$ cat src/rtl/prim_prio_arb_pkg.sv
// Shared types and constants for the priority arbiter/scheduler.
package prim_prio_arb_pkg;

  typedef enum logic [0:0] {
    ArbIdle = 1'b0,
    ArbBusy = 1'b1
  } arb_state_e;

  localparam int BusyCntWidth = 16;

endpackage

$ cat src/rtl/prim_max_tree.sv
// Binary max-tree over NumSrc keyed sources; equal keys resolve to the lower index.
module prim_max_tree #(
  parameter int NumSrc   = 8,
  parameter int Width    = 8,
  parameter int IdxWidth = $clog2(NumSrc)
) (
  input  logic [NumSrc-1:0][Width-1:0] values_i,
  input  logic [NumSrc-1:0]            valid_i,
  output logic [IdxWidth-1:0]          max_idx_o,
  output logic                         max_valid_o
);

  localparam int NumLevels = $clog2(NumSrc);
  localparam int NumLeaves = 2 ** NumLevels;

  logic [NumLeaves-1:0][Width-1:0]    node_val;
  logic [NumLeaves-1:0][IdxWidth-1:0] node_idx;
  logic [NumLeaves-1:0]               node_vld;

  // Each level folds pairs (2i, 2i+1) into node i; the right child wins only on a strictly larger key.
  always_comb begin
    node_val = '0;
    node_idx = '0;
    node_vld = '0;
    for (int i = 0; i < NumSrc; i++) begin
      node_val[i] = values_i[i];
      node_idx[i] = IdxWidth'(i);
      node_vld[i] = valid_i[i];
    end
    for (int lvl = 0; lvl < NumLevels; lvl++) begin
      for (int i = 0; i < (NumLeaves >> (lvl + 1)); i++) begin
        if (node_vld[2*i+1] && (!node_vld[2*i] || (node_val[2*i+1] > node_val[2*i]))) begin
          node_val[i] = node_val[2*i+1];
          node_idx[i] = node_idx[2*i+1];
          node_vld[i] = 1'b1;
        end else begin
          node_val[i] = node_val[2*i];
          node_idx[i] = node_idx[2*i];
          node_vld[i] = node_vld[2*i];
        end
      end
    end
  end

  assign max_idx_o   = node_vld[0] ? node_idx[0] : '0;
  assign max_valid_o = node_vld[0];

endmodule

$ cat src/rtl/prim_prio_arb_sched.sv
// Priority scheduler for one shared resource: {prio, age} max-tree arbitration,
// grant held until the owner releases, per-requester anti-starvation aging.
module prim_prio_arb_sched
  import prim_prio_arb_pkg::*;
#(
  parameter int NumReq    = 8,
  parameter int PrioWidth = 3,
  parameter int AgeWidth  = 4,
  localparam int IdxWidth = $clog2(NumReq)
) (
  input  logic                                clk_i,
  input  logic                                rst_i,
  input  logic                                en_i,
  input  logic [NumReq-1:0]                   req_i,
  input  logic [NumReq-1:0]                   rel_i,
  input  logic [NumReq-1:0][PrioWidth-1:0]    prio_i,
  output logic [NumReq-1:0]                   gnt_o,
  output logic                                gnt_valid_o,
  output logic [IdxWidth-1:0]                 gnt_idx_o,
  output logic [BusyCntWidth-1:0]             busy_cycles_o,
  output arb_state_e                          state_o
);

  // Handshake: req_i is a level held by a requester for as long as it wants the
  // resource; the owner gives it up by pulsing rel_i or by dropping req_i. A
  // grant appears on gnt_o the cycle after the winning request is sampled and
  // stays put until that release; rel_i from anyone but the owner is ignored.

  localparam int KeyWidth = PrioWidth + AgeWidth;
  localparam logic [AgeWidth-1:0]     AgeMax  = '1;
  localparam logic [BusyCntWidth-1:0] BusyMax = '1;

  arb_state_e                       state_q, state_d;
  logic [NumReq-1:0]                gnt_q, gnt_d;
  logic [IdxWidth-1:0]              owner_q, owner_d;
  logic [NumReq-1:0][AgeWidth-1:0]  age_q;
  logic [NumReq-1:0][KeyWidth-1:0]  key;
  logic [NumReq-1:0]                cand;
  logic                             rel_hit;
  logic [IdxWidth-1:0]              win_idx;
  logic                             win_valid;
  logic [BusyCntWidth-1:0]          busy_q;

  // gnt_q doubles as the owner mask, so the releasing owner drops out of its own re-arbitration.
  always_comb begin
    rel_hit = (state_q == ArbBusy) && |(gnt_q & (rel_i | ~req_i));
    cand    = '0;
    if (state_q == ArbIdle) begin
      cand = req_i & {NumReq{en_i}};
    end else if (rel_hit) begin
      cand = req_i & {NumReq{en_i}} & ~gnt_q;
    end
    for (int k = 0; k < NumReq; k++) begin
      key[k] = {prio_i[k], age_q[k]};
    end
  end

  prim_max_tree #(
    .NumSrc  (NumReq),
    .Width   (KeyWidth),
    .IdxWidth(IdxWidth)
  ) u_max_tree (
    .values_i   (key),
    .valid_i    (cand),
    .max_idx_o  (win_idx),
    .max_valid_o(win_valid)
  );

  always_comb begin
    state_d = state_q;
    gnt_d   = gnt_q;
    owner_d = owner_q;
    case (state_q)
      ArbIdle: begin
        if (win_valid) begin
          state_d = ArbBusy;
          gnt_d   = {{(NumReq-1){1'b0}}, 1'b1} << win_idx;
          owner_d = win_idx;
        end
      end
      ArbBusy: begin
        if (rel_hit) begin
          if (win_valid) begin
            gnt_d   = {{(NumReq-1){1'b0}}, 1'b1} << win_idx;
            owner_d = win_idx;
          end else begin
            state_d = ArbIdle;
            gnt_d   = '0;
            owner_d = '0;
          end
        end
      end
      default: begin
        state_d = ArbIdle;
        gnt_d   = '0;
        owner_d = '0;
      end
    endcase
  end

  always_ff @(posedge clk_i) begin
    if (rst_i) begin
      state_q <= ArbIdle;
      gnt_q   <= '0;
      owner_q <= '0;
    end else begin
      state_q <= state_d;
      gnt_q   <= gnt_d;
      owner_q <= owner_d;
    end
  end

  // Ages freeze while arbitration is disabled so a paused scheduler keeps its fairness history.
  always_ff @(posedge clk_i) begin
    if (rst_i) begin
      age_q <= '0;
    end else if (en_i) begin
      for (int k = 0; k < NumReq; k++) begin
        if (!req_i[k] || (win_valid && (win_idx == IdxWidth'(k)))) begin
          age_q[k] <= '0;
        end else if (!gnt_q[k] && (age_q[k] != AgeMax)) begin
          age_q[k] <= age_q[k] + 1'b1;
        end
      end
    end
  end

  always_ff @(posedge clk_i) begin
    if (rst_i) begin
      busy_q <= '0;
    end else if (|gnt_q && (busy_q != BusyMax)) begin
      busy_q <= busy_q + 1'b1;
    end
  end

  assign gnt_o         = gnt_q;
  assign gnt_valid_o   = |gnt_q;
  assign gnt_idx_o     = owner_q;
  assign busy_cycles_o = busy_q;
  assign state_o       = state_q;

  a_gnt_onehot0: assert property (@(posedge clk_i) disable iff (rst_i) $onehot0(gnt_q));
  a_gnt_valid:   assert property (@(posedge clk_i) gnt_valid_o == (|gnt_o));
  a_gnt_idx:     assert property (@(posedge clk_i) disable iff (rst_i)
                   gnt_valid_o ? gnt_q[owner_q] : (owner_q == '0));
  a_gnt_hold:    assert property (@(posedge clk_i) disable iff (rst_i)
                   (state_q == ArbBusy && !rel_hit) |=> $stable(gnt_q));

endmodule

$ cat config.mk
export PLATFORM = sky130hd
export DESIGN_NAME = prim_prio_arb_sched
export DESIGN_NICKNAME = d
export VERILOG_FILES = /design/src/rtl/prim_prio_arb_pkg.sv /design/src/rtl/prim_max_tree.sv /design/src/rtl/prim_prio_arb_sched.sv
export SDC_FILE = /design/constraint.sdc
export NUM_CORES = 1
export LEC_CHECK = 0
export CORE_MARGIN = 1
export CORE_UTILIZATION = 47
export DETAILED_ROUTE_END_ITERATION = 8
export GPL_TIMING_DRIVEN = 0
export PLACE_DENSITY = 0.7
export SYNTH_ARGS = -nofsm -noshare
export SYNTH_HDL_FRONTEND = slang
export SYNTH_SLANG_ARGS = --single-unit
export TNS_END_PERCENT = 20
$ cat constraint.sdc
create_clock -name clk_i -period 20.3 [get_ports clk_i]
set_input_delay 4.06 -clock clk_i [delete_from_list [all_inputs] [get_ports clk_i]]
set_output_delay 4.06 -clock clk_i [all_outputs]
set_load 0.03 [all_outputs]
==> impl_results.md <==
- GPL Wtd Cong: slightly above 0.9
- Post-Synth Simple-Gate Area: 18.85%
- Largest family of logic cells by synthesized area: compound AO/OA/AOI/OAI gates
- Commonest non-fill, non-tap cell in the layout: clkdlybuf4s50_1
- RR Startpoint: age_q[9]
- CP Launch Type: input port
- H-tree depth: 3
- LEAKAGE: roughly 2.4 nW
- Max-slew violations: 0
- Part of the cycle the worst path needs: 51.21%
- Core Box Area: 10280 sq um
- Maximum vdd drop: ~41 uV
- Die Wd: 104.7 um
- Final setup violation count: 0
- Drt via density: 6.051
- Post-synth EDFFs: 0
- Post-synthesis sequential area ratio: 24.25%
- Clock sinks: 60
- Ys Warns: 0
- Routed len/inst: 17.31 um
- Cell area after synthesis: ~5000 sq um
- Final nets: 760
- Worst Hold Class: reg -> reg
- Worst Setup End Kind: flip-flop
- Via count: 4841
- DP HPWL: 10720 um
- Setup TNS: 0 ns
- Final Hold Vio Count: 0
- Largest net degree at the start of global routing: 12
- TritonCTS clock tree: yes
- Final WL: 13850 um
- Layout cell share with drive strength beyond 1: 9.036%
- Cts hold-fix bufs: 0
- Mapped Nets: 679
- Port bufs: 70
- Post-Syn Area per Cell: 8.568 sq um
- FF-to-FF path depth: 25
- CP Class: in -> reg
- P&R area growth vs syn: 21.93%
- Least-Margin Pin Slew: 0.9474 ns
- Worst Hold End: gnt_idx_o[0]
- Critical Path RT: around 20 ns
- Fillers: 940
- Cts repair resizes: 0
- Ys flop type: dfxtp_1
- RR Endpoint: age_q[23]
- Drt first-iter violations: 325
- First-pass GRT wire length: 22670 um
- Synth Area in Compound Gates: between 20% and 30%
- Fin Hold WS: 0.4891 ns
- Max-cap viol count: 0
- TritonCTS buffer count: 9
- Status: finished clean
- Finished Cell Area: a little over 6000 sq um
- ANT nets after route: 0
- R2R Setup Slk: 13.78 ns
- DRC Markers: 0
- Initial antenna violation count: 0
- Post-synthesis mux area share: under 10%
- Hold path depth: 2
- Seq cells post-synth: 60
- Vias in the first global route: 4678
- Clock transition at path regs: 0.07 ns
- Asr flop ratio synth: 0%
- Row count: 37
- Critical path arrival: 10.59 ns
- Max Freq: 96.19 MHz
- Clk root buf: clkbuf_8
- Most frequent cells in the layout: 70 x clkdlybuf4s50_1, 60 x dfxtp_1, 58 x ha_1
- Antenna fix cells: 0
- Adder-cell area share of the yosys netlist: around 15%
- Mapped Cells: 578
- RSZ-0062 raised after global routing: no
- Die H: 104.7 um
- Pwr dens: around 69 nW/um^2
- Die Area: about 11000 sq um
- Initial Util: about 48%
- Fin crit period: 10.40 ns
- Post-CTS Setup Inserts: 0
- Netlist cell types: 73
- Clock Latency Late Sink: approximately 0.35 ns
- Placed cell areas: approximately 5800 sq um
- Xor-xnor portion of the synthesized cell area: 5.129%
- Slew HR: 36.35%
- Crit Path Max Fanout: 10
- Aggregate global routing overflow: 0
- Total GRT Usage: 25.78%
- DR pass1 iterations: 5
- Max Root-Sink Buffers: 2
- Worst clock skew: 0.01168 ns
- Post-layout util: 58.75%
- Hold_sp: gnt_idx_o[0]
- I/O Pins: 72
power breakdown:
group          internal (W)  leakage (nW)  switching (W)  total (W)
combinational     0.0000675          1.80      0.0000915   0.000159
sequential         0.000125         0.487      0.0000109   0.000136
clock             0.0000695         0.111      0.0000541   0.000124
through the flow:
step | setup slack (ns) | std cells | power, W
CTS | 9.944 | 800 | 0.0004173
finish | 9.904 | 800 | 0.0004186
floorplan | 11.07 | 578 | 0.0002438
global placement | 9.791 | 784 | 0.0002900
detailed placement | 9.661 | 784 | 0.0002947
global route | 9.467 | 800 | 0.0004415
Yosys cell counts (4+ instances only):
cell,number,area [sq um]
dfxtp_1,60,1201
ha_1,58,725.7
inv_1,50,187.7
mux2i_1,40,400.4
a21oi_1,35,175.2
nor2_1,33,123.9
nand2_1,30,112.6
nand3_1,21,105.1
nand4_1,20,125.1
xnor2_1,20,175.2
a211oi_1,17,127.6
o21ai_0,16,80.08
nand2b_1,10,62.56
o21bai_1,10,75.07
clkbuf_1,9,33.78
xor2_1,9,78.83
nor3_1,8,40.04
a311oi_1,6,52.55
mux2_2,6,67.56
nand3b_1,6,45.04
o21ai_1,5,25.02
or3_1,5,31.28
and2_1,4,25.02
and3_1,4,25.02
and4_1,4,35.03
nor2_2,4,25.02
nor2b_1,4,25.02
o2111ai_1,4,35.03
o211ai_1,4,30.03
o221ai_1,4,35.03
o22ai_1,4,25.02
kinds of logic (layout without fill, tap and decap cells):
family / count (synthesis) / after routing
AND/OR/NAND/NOR: 170 / 170
AO/OA/AOI/OAI: 142 / 142
buffers and inverters: 71 / 157
flip-flops: 60 / 60
adder cells (fa/ha/maj): 58 / 58
multiplexers: 48 / 48
XOR/XNOR: 29 / 29
state kept, by name (all words and copies together) (netlist names):
register / cells
age_q: 32
busy_cycles_o: 16
gnt_o: 8
gnt_idx_o: 3
state_o: 1
worst max-delay path, stage by stage:
cell and delay, ns:
clkdlybuf4s50_1 0.48, inv_1 0.05, ha_1 0.30, a21o_1 0.18
a21oi_1 0.20, a21oi_1 0.12, a221oi_1 0.51, nor2_2 0.15
buf_6 0.19, mux2i_1 0.18, inv_1 0.06, ha_1 0.29
and4_1 0.22, a21boi_0 0.14, o311ai_2 0.39, a21boi_2 0.33
or2_2 0.19, mux2_1 0.38, ha_1 0.31, nand4_1 0.12
a21oi_1 0.15, o21bai_1 0.18, o21a_1 0.24, nor3_1 0.75
o221a_2 0.35, a221oi_2 0.06
per-layer routing:
layer | vias up | GRT usage, % | share of wire [%]
met5 | - | 0 | 0
met4 | 0 | 6.640 | 1.8
met3 | 31 | 4.055 | 6.5
met2 | 209 | 44.42 | 47
met1 | 2292 | 33.37 | 45
li1 | 2309 | - | -
how the worst max path moves through the flow:
stage	slack, ns	start	endpoint
after floorplan	11.07	prio_i[7]	age_q[23]
after global placement	9.79	prio_i[7]	age_q[23]
after detailed placement	9.66	prio_i[7]	age_q[23]
after CTS	9.94	prio_i[7]	age_q[23]
after global routing	9.47	prio_i[7]	age_q[23]
final	9.90	prio_i[7]	age_q[23]
cell type report:
type | instances | area (sq um) | area share [%]
plain buffers | 17 | 93.84 | 1.554
clock buffers | 10 | 127.6 | 2.114
clock inverters | 6 | 87.58 | 1.450
inverters | 54 | 202.7 | 3.357
multi-input cells | 447 | 3455 | 57.21
flip-flops and latches | 60 | 1201 | 19.89
well taps | 136 | 170.2 | 2.818
repair buffers | 70 | 700.7 | 11.60
No activity file was read; power rests on OpenSTA's default activity.
